`src/rtl/seven_seg_scan_ctrl.sv`:
```
// Multiplexed 7-segment scan controller: double-buffered hex word,
// blanking guard between digits, leading-zero suppression.
//
// Ports: clk, rst_n (async, active-low), enable, load, value_in,
// dp_in, lz_en -> nibble_out (to decoder), seg_in (from decoder),
// seg_out, an_n, dp_n (active-low pins), frame_tick (frame start).
module seven_seg_scan_ctrl #(
  parameter int NUM_DIGITS   = 4,
  parameter int REFRESH_DIV  = 50000,
  parameter int BLANK_CYCLES = 500
) (
  input  logic                    clk,
  input  logic                    rst_n,
  input  logic                    enable,
  input  logic                    load,
  input  logic [4*NUM_DIGITS-1:0] value_in,
  input  logic [NUM_DIGITS-1:0]   dp_in,
  input  logic                    lz_en,
  output logic [3:0]              nibble_out,
  input  logic [6:0]              seg_in,
  output logic [6:0]              seg_out,
  output logic [NUM_DIGITS-1:0]   an_n,
  output logic                    dp_n,
  output logic                    frame_tick
);

  localparam int VW   = 4 * NUM_DIGITS;
  localparam int IW   = (NUM_DIGITS > 1) ? $clog2(NUM_DIGITS) : 1;
  localparam int MAXC = (REFRESH_DIV > BLANK_CYCLES) ?
                        REFRESH_DIV : BLANK_CYCLES;
  localparam int CW   = $clog2(MAXC + 1);

  localparam logic [IW-1:0] LAST_IDX   = IW'(NUM_DIGITS - 1);
  localparam logic [CW-1:0] BLANK_LAST = CW'(BLANK_CYCLES - 1);
  localparam logic [CW-1:0] SHOW_LAST  = CW'(REFRESH_DIV - 1);

  typedef enum logic [1:0] {
    ST_IDLE,
    ST_BLANK,
    ST_SHOW
  } state_e;

  state_e            state_q, state_d;
  logic [IW-1:0]     idx_q, idx_d;
  logic [CW-1:0]     cnt_q, cnt_d;
  logic [VW-1:0]     shadow_v_q, shadow_v_d;
  logic [NUM_DIGITS-1:0] shadow_dp_q, shadow_dp_d;
  logic [VW-1:0]     act_v_q, act_v_d;
  logic [NUM_DIGITS-1:0] act_dp_q, act_dp_d;
  logic              pending_q, pending_d;
  logic [3:0]        nibble_q, nibble_d;
  logic [NUM_DIGITS-1:0] an_n_q, an_n_d;
  logic              dp_n_q, dp_n_d;
  logic              frame_tick_q, frame_tick_d;
  logic              blank_entry;
  logic              xfer;
  logic              lit_d;

  // Digit i is dark when it and every more-significant nibble is zero.
  function automatic logic is_supp(
    input logic [IW-1:0] i,
    input logic [VW-1:0] v,
    input logic          lz
  );
    logic upper_nz;
    upper_nz = 1'b0;
    for (int j = 0; j < NUM_DIGITS; j++) begin
      if (j >= int'(i) && v[4*j +: 4] != 4'h0) upper_nz = 1'b1;
    end
    return lz && (i != '0) && !upper_nz;
  endfunction

  always_comb begin
    state_d     = state_q;
    idx_d       = idx_q;
    cnt_d       = cnt_q;
    blank_entry = 1'b0;
    if (!enable) begin
      state_d = ST_IDLE;
      idx_d   = '0;
      cnt_d   = '0;
    end else begin
      unique case (state_q)
        ST_IDLE: begin
          state_d     = ST_BLANK;
          idx_d       = '0;
          cnt_d       = '0;
          blank_entry = 1'b1;
        end
        ST_BLANK: begin
          if (cnt_q == BLANK_LAST) begin
            state_d = ST_SHOW;
            cnt_d   = '0;
          end else begin
            cnt_d = cnt_q + CW'(1);
          end
        end
        ST_SHOW: begin
          if (cnt_q == SHOW_LAST) begin
            state_d     = ST_BLANK;
            cnt_d       = '0;
            idx_d       = (idx_q == LAST_IDX) ? '0 : idx_q + IW'(1);
            blank_entry = 1'b1;
          end else begin
            cnt_d = cnt_q + CW'(1);
          end
        end
        default: state_d = ST_IDLE;
      endcase
    end

    // Active word only changes between frames so a frame never tears.
    xfer = pending_q &&
           (state_q == ST_IDLE || (blank_entry && idx_d == '0));
    act_v_d     = xfer ? shadow_v_q  : act_v_q;
    act_dp_d    = xfer ? shadow_dp_q : act_dp_q;
    pending_d   = xfer ? 1'b0 : pending_q;
    shadow_v_d  = shadow_v_q;
    shadow_dp_d = shadow_dp_q;
    if (load) begin
      shadow_v_d  = value_in;
      shadow_dp_d = dp_in;
      pending_d   = 1'b1;
    end

    // Decoder input moves only at BLANK entry so it settles unlit.
    nibble_d = blank_entry ? act_v_d[4*int'(idx_d) +: 4] : nibble_q;

    lit_d  = (state_d == ST_SHOW);
    an_n_d = '1;
    if (lit_d) an_n_d[idx_d] = 1'b0;
    dp_n_d = ~(lit_d && act_dp_d[idx_d] &&
               !is_supp(idx_d, act_v_d, lz_en));
    frame_tick_d = blank_entry && (idx_d == '0);
  end

  always_ff @(posedge clk or negedge rst_n) begin
    if (!rst_n) begin
      state_q      <= ST_IDLE;
      idx_q        <= '0;
      cnt_q        <= '0;
      shadow_v_q   <= '0;
      shadow_dp_q  <= '0;
      act_v_q      <= '0;
      act_dp_q     <= '0;
      pending_q    <= 1'b0;
      nibble_q     <= 4'h0;
      an_n_q       <= '1;
      dp_n_q       <= 1'b1;
      frame_tick_q <= 1'b0;
    end else begin
      state_q      <= state_d;
      idx_q        <= idx_d;
      cnt_q        <= cnt_d;
      shadow_v_q   <= shadow_v_d;
      shadow_dp_q  <= shadow_dp_d;
      act_v_q      <= act_v_d;
      act_dp_q     <= act_dp_d;
      pending_q    <= pending_d;
      nibble_q     <= nibble_d;
      an_n_q       <= an_n_d;
      dp_n_q       <= dp_n_d;
      frame_tick_q <= frame_tick_d;
    end
  end

  assign seg_out = (state_q == ST_SHOW &&
                    !is_supp(idx_q, act_v_q, lz_en)) ? seg_in : 7'h7F;

  assign nibble_out = nibble_q;
  assign an_n       = an_n_q;
  assign dp_n       = dp_n_q;
  assign frame_tick = frame_tick_q;

endmodule

```
`config.mk`:
```
export PLATFORM = sky130hd
export DESIGN_NAME = seven_seg_scan_ctrl
export DESIGN_NICKNAME = d
export VERILOG_FILES = /design/src/rtl/seven_seg_scan_ctrl.sv
export SDC_FILE = /design/constraint.sdc
export NUM_CORES = 1
export LEC_CHECK = 0
export BUFFER_PORTS_ARGS = -buffer_cell sky130_fd_sc_hd__buf_2
export CORE_UTILIZATION = 30
export DETAILED_ROUTE_END_ITERATION = 10
export GPL_TIMING_DRIVEN = 0
export PLACE_DENSITY = 0.56
export SLEW_MARGIN = 15
export SYNTH_ARGS = -nofsm -noshare
export SYNTH_HDL_FRONTEND = slang
export SYNTH_SLANG_ARGS = --single-unit
export TNS_END_PERCENT = 5
```
`constraint.sdc`:
```
create_clock -name clk -period 3.2 [get_ports clk]
set_input_delay 0.64 -clock clk [delete_from_list [all_inputs] [get_ports clk]]
set_output_delay 0.64 -clock clk [all_outputs]
set_load 0.005 [all_outputs]
```
== Word-level counts from Yosys, hierarchy flattened ==
Index checks and enable logic that the tools add are counted.

* Logic and storage cells: 99
* Register bits: 71
* Output and inout bits: 17

* Muxes and demuxes: 33
* Add/sub/neg operators: 2
* Bitwise gates (word level): 2
* Equal/unequal tests: 7
* Reductions and logical operators: 34
* $lt $le $gt $ge: 8
* Shift-type cells: 1

{| class="wikitable"
|+ Operator list
! operator !! number
|-
| two-way mux 16 bit || 4
|-
| one-hot mux 16 bit (3 select lines) || 1
|-
| nonzero test 4 bit || 8
|-
| adder 16 x 1 -> 16 bit, second input constant || 1
|-
| equality test 16 bit, second input constant || 1
|-
| equality test 16 x 9 -> 1 bit, second input constant || 1
|-
| logical AND 1 bit || 16
|-
| variable part select 16 x 5 -> 4 bit || 1
|-
| two-way mux 1 bit || 14
|-
| two-way mux 2 bit || 6
|-
| greater-or-equal comparator 1 x 2 -> 1 bit, first input constant || 4
|-
| two-way mux 4 bit || 2
|-
| two-way mux 7 bit || 1
|-
| equality test 2 bit, second input constant || 3
|-
| one-hot mux 2 bit (3 select lines) || 1
|-
| nonzero test 2 bit || 3
|-
| greater-or-equal comparator 2 bit, first input constant || 2
|-
| logical NOT 1 bit || 4
|-
| logical NOT 2 bit || 2
|-
| != test 4 x 1 -> 1 bit, second input constant || 1
|-
| inverter 4 bit || 1
|-
| one-hot mux 2 bit (2 select lines) || 1
|-
| < comparator 2 x 3 -> 1 bit, second input constant || 1
|-
| adder 2 x 1 -> 2 bit, second input constant || 1
|-
| other kinds (7) || 7
|}

== Longest topological paths before layout ==
* Depth after elaboration: 21
* Mapped depth: 10

== Worst setup path before layout ==
No wires, ideal clock.

* Path type: register to register
* Start point: register idx_q[0]
* End point: register nibble_q[3] (netlist: nibble_out[3])
* Data required time: 3,061 ps
* Arrival: 2,350 ps
* Library setup time: 139 ps
* Stages on the path, launching flop included: 11
* Setup slack: 711 ps
* Buffers on the path: 2
* Cell sequence: dfrtp_1 > clkbuf_1 > inv_1 > ha_1 > o21ba_2 > and3_1 > a22oi_4 > buf_6 > mux2_4 > a32oi_1 > a31oi_1

* Cells in the longest elaborated chain, start to end: 11
* Elaborated cells on any way between the ends: 12
* Classes of those cells: add/sub: 1; eq/ne: 1; shift: 1; mux: 5; reduce/logical: 4

{| class="wikitable"
|+ Ends and longest elaborated chain
! item !! RTL line !! source
|-
| from (decl) || 44 || <nowiki>logic [IW-1:0] idx_q, idx_d;</nowiki>
|-
| from (signal assigned) || 153 || <nowiki>idx_q <= idx_d;</nowiki>
|-
| adder 2 x 1 -> 2 bit or equality test 2 bit (tied branches) || 102 || <nowiki>idx_d = (idx_q == LAST_IDX) ? '0 : idx_q + IW'(1);</nowiki>
|-
| two-way mux 2 bit || 102 ||
|-
| two-way mux 2 bit || 99 || <nowiki>if (cnt_q == SHOW_LAST) begin</nowiki>
|-
| one-hot mux 2 bit (2 select lines) (*) || 83 || <nowiki>unique case (state_q)</nowiki>
|-
| two-way mux 2 bit (*) || 78 || <nowiki>if (!enable) begin</nowiki>
|-
| logical NOT 2 bit (*) || 114 || <nowiki>(state_q == ST_IDLE || (blank_entry && idx_d == '0));</nowiki>
|-
| logical AND 1 bit (*) || 114 ||
|-
| logical OR 1 bit (*) || 114 ||
|-
| logical AND 1 bit (*) || 113 || <nowiki>xfer = pending_q &&</nowiki>
|-
| two-way mux 16 bit (*) || 115 || <nowiki>act_v_d = xfer ? shadow_v_q : act_v_q;</nowiki>
|-
| net act_v_d[7] || 48 || <nowiki>logic [VW-1:0] act_v_q, act_v_d;</nowiki>
|-
| variable part select 16 x 5 -> 4 bit (*) || 127 || <nowiki>nibble_d = blank_entry ? act_v_d[4*int'(idx_d) +: 4] : nibble_q;</nowiki>
|-
| to (signal assigned) || 160 || <nowiki>nibble_q <= nibble_d;</nowiki>
|-
| to (decl) || 51 || <nowiki>logic [3:0] nibble_q, nibble_d;</nowiki>
|}

The timed path passes the listed nets; every way through them passes the cells marked *.
A chain may end at the register's enable or synchronous reset.

== Final worst setup path ==
* Start point: register idx_q[0]
* End point: output port seg_out[0]

* Cells in the longest elaborated chain, start to end: 11
* Elaborated cells on any way between the ends: 17
* Classes of those cells: order compare: 3; mux: 5; reduce/logical: 9

{| class="wikitable"
|+ Ends and longest elaborated chain
! item !! RTL line !! source
|-
| greater-or-equal comparator 1 x 2 -> 1 bit || 68 || <nowiki>if (j >= int'(i) && v[4*j +: 4] != 4'h0) upper_nz = 1'b1;</nowiki>
|-
| logical AND 1 bit || 68 ||
|-
| two-way mux 1 bit (4 in a row) || 68 ||
|-
| logical NOT 1 bit || 70 || <nowiki>return lz && (i != '0) && !upper_nz;</nowiki>
|-
| logical AND 1 bit (*) || 70 ||
|-
| logical NOT 1 bit (*) || 168 || <nowiki>!is_supp(idx_q, act_v_q, lz_en)) ? seg_in : 7'h7F;</nowiki>
|-
| logical AND 1 bit (*) || 167 || <nowiki>assign seg_out = (state_q == ST_SHOW &&</nowiki>
|-
| two-way mux 7 bit (*) || 168 ||
|-
| to (decl) || 21 || <nowiki>output logic [6:0] seg_out,</nowiki>
|}

Every way passes the cells marked *; elsewhere a longest branch is shown, timed or not.

==> reports/qor.yml <==
run_status:
  status: "complete, no violations"
clocking:
  cts_repair_resize_count: 0
  cts_hold_buf: 0
  insertion_delay_ns: 0.33
  tritoncts: "done"
  htree_levels: 3
  cts_buffer_depth: 2
  cts_buffers: 9
  cts.reportedPaths.clkPinSlew_ns: 0.06
  post_cts_buffers: 0
  clockRootBuffer: "clkbuf_16"
  cts_num_sinks: 71
grt:
  grt_pass1_vias: 2610
  overflow: 0
  antenna_found_initial: 0
  grt_pass1_wl_um: 13100
  track_usage_pct: 13.5
  grt_max_degree: 47
pwr:
  p_leak_nw: 1.85
  pwr-share-seq_pct: 45.2
  comb_power_share_pct: 11.7
  power.internal_w: 0.00175
  p_per_area_mw_per_mm2: 542
  vdd_drop_max_uv: 258
  p_switching_w: 0.000573
  switching_share_pct: 24.7
  pwr-share-clk_pct: 43.1
flow_run:
  drv_cap: 0
drt:
  ant_nets: 0
  vias_per_cell: 4.85
  first_pass_iters: 4
  routed_wl_um: 7430
  drt-wirelength-per-cell_um: 14.5
  drtIter0Drc: 64
  vias: 2476
  drc_errors: 0
yosys:
  synth-edff-count: 0
  yosys.area_share.simple_pct: 16.0
  synth_nets: 344
  syn-mean-instance-area_um2: 11.7
  synth_xor_area_share_pct: 2.23
  synth.ff_latch_count: 71
  yosys_warnings: 0
  synth_cells: 303
  synth_mux_area_share_pct: 15.8
  synthFlopType: "dfrtp_1"
  async_flop_share_pct: 100
  ys_types: 50
  seq_area_frac_synth_pct: 50.4
  synth_compound_area_share_pct: 9.52
  synth_fa_ha_area_share_pct: 3.19
  synth_area_mm2: 0.00353
  synth_top_family_by_area: "simple AND/OR/NAND/NOR gates"
timing:
  worst_pin_slew_ns: 0.720
  setup_viol: 0
  min_period_over_period_pct: 91.1
  fmax_mhz: 343
  tns_ns: 0
  relSlewSlack_pct: 51.6
  final_hold_viol_count: 0
  clock_skew_ns: 0.0110
  fin_crit_ns: 2.92
  rsz0062_at_grt: "no"
  finalMaxSlewViolations: 0
floorplanning:
  rows: 39
  die_x_um: 111
  io_pins: 49
  dieHeight_um: 111
  initial_utilization_pct: 30.8
  dieArea_mm2: 0.0122
  fp.coreArea_mm2: 0.0115
critical_path:
  required_ns: 2.56
  critPathCaptureType: "output port"
  cp.arrival_ns: 2.28
  worstPathMaxFanout: 9
  cp-start-kind: "register"
  crit_type: "reg -> out"
final_layout:
  final_nets: 404
  drive_above_1_share_pct: 35.1
  syn2layout_area_growth_pct: 21.2
  fin_cells: 511
  seqCellArea_mm2: 0.00178
  stdcell_area_mm2: 0.00428
  multi_input_area_mm2: 0.00165
  diodes: 0
  n_fill_cell: 1134
place:
  finalWeightedCongestion: 0.733
  placed_cell_area_mm2: 0.00398
  io_buffers: 48
  dpl.hpwl_um: 5540
  dpl.cell_count: 495
hold_path:
  hold_path_class: "in -> async"
## cell type report
type                            instances  share of cell area, %
Buffer                                 12                   1.58
Inverter                                9                  0.789
Multi-Input combinational cell        211                   38.5
Clock inverter                          6                   1.64
Tap cell                              143                   4.18
Clock buffer                           10                   5.35
Sequential cell                        71                   41.6
Timing Repair Buffer                   49                   6.31
## power groups by stage
stage	registers, W	logic, W	clock network (W)
after detailed placement	0.00107	0.000275	0
after global routing	0.00106	0.000304	0.00107
after global placement	0.00106	0.000266	0
after CTS	0.00105	0.000277	0.00102
final	0.00105	0.000272	0.00100
after floorplan	0.00105	0.000183	0
## sequential cells by signal, indices dropped and copies added, names as in the netlist
register / cells
state_q: 2
dp_n: 1
act_v_q: 16
act_dp_q: 4
pending_q: 1
nibble_out: 4
an_n: 4
shadow_dp_q: 4
shadow_v_q: 16
cnt_q: 16
idx_q: 2
frame_tick: 1
## path summary, 6_finish.rpt
kind / cells past startpoint / to / slack, ns / startpoint
max: 7 / seg_out[0] / 0.28 / idx_q[0]
min: 1 / shadow_v_q[11] / 0.21 / rst_n
min in group clk: 1 / act_v_q[0] / 0.50 / act_v_q[0]
max in group asynchronous: 2 / an_n[0] / 2.38 / rst_n
max reg2reg: 10 / nibble_out[0] / 0.38 / idx_q[0]
min reg2reg: 1 / act_v_q[0] / 0.50 / act_v_q[0]
## through the flow
| step | utilization [%] | worst slack, ns | total power [W] | hold slack [ns] |
|---|---|---|---|---|
| global route | 37.3 | 0.0377 | 0.00243 | 0.236 |
| detailed placement | 34.7 | 0.390 | 0.00134 | 0.489 |
| finish | 37.3 | 0.284 | 0.00232 | 0.214 |
| CTS | 37.3 | 0.267 | 0.00235 | 0.221 |
| global placement | 34.5 | 0.407 | 0.00133 | 0.485 |
| floorplan | - | 0.711 | 0.00123 | 0.344 |
## cells in the final DEF (no fill, tap or decap), types with 2 or more instances in the layout
master / count
mux2i_1: 5
nand3_1: 11
a41oi_1: 3
a21boi_0: 3
clkbuf_16: 9
buf_6: 3
buf_2: 47
o31ai_1: 2
nor2_1: 23
xnor2_1: 2
inv_1: 9
and3_1: 6
or2_2: 7
a2bb2oi_1: 2
nor2b_1: 6
mux2_2: 32
o21ai_0: 13
nand2b_1: 5
clkbuf_1: 10
dfrtp_1: 66
nand2_1: 19
a32oi_1: 2
dfstp_2: 5
and4_1: 4
nor4_1: 7
o211ai_1: 2
a31oi_1: 4
clkinvlp_4: 3
ha_1: 9
a22oi_1: 4
mux2_4: 9
xor2_1: 7
and2_1: 4
## logic make-up after synthesis
logic type / after synthesis
mux: 47
xor+xnor: 9
compound gates: 44
simple gates: 102
fa+ha+maj: 9
buf+inv: 21
flops: 71
## Yosys cell counts (9+ instances only)
library cell | instances | area (µm²)
inv_1 | 9 | 33.8
nor2_1 | 23 | 86.3
o21ai_0 | 13 | 65.1
nand3_1 | 11 | 55.1
nand2_1 | 19 | 71.3
mux2_2 | 32 | 360
dfrtp_1 | 66 | 1650
mux2_4 | 9 | 135
clkbuf_1 | 9 | 33.8
ha_1 | 9 | 113
## worst max-delay path, stage by stage, from the launching register on
cell and delay (ns):
dfrtp_1 0.40, clkbuf_1 0.29, inv_1 0.10, ha_1 0.20
nand3b_1 0.14, o21ai_0 0.50, or2_2 0.21, buf_2 0.10
## routing by layer
layer / global-route usage, % / up-vias / wire length, µm
li1: - / 1209 / -
met1: 18.0 / 1214 / 3670
met2: 21.1 / 45 / 3410
met3: 3.13 / 8 / 242
met4: 5.24 / 0 / 108
met5: 0 / - / 0
No activity file was read; power rests on OpenSTA's default activity.
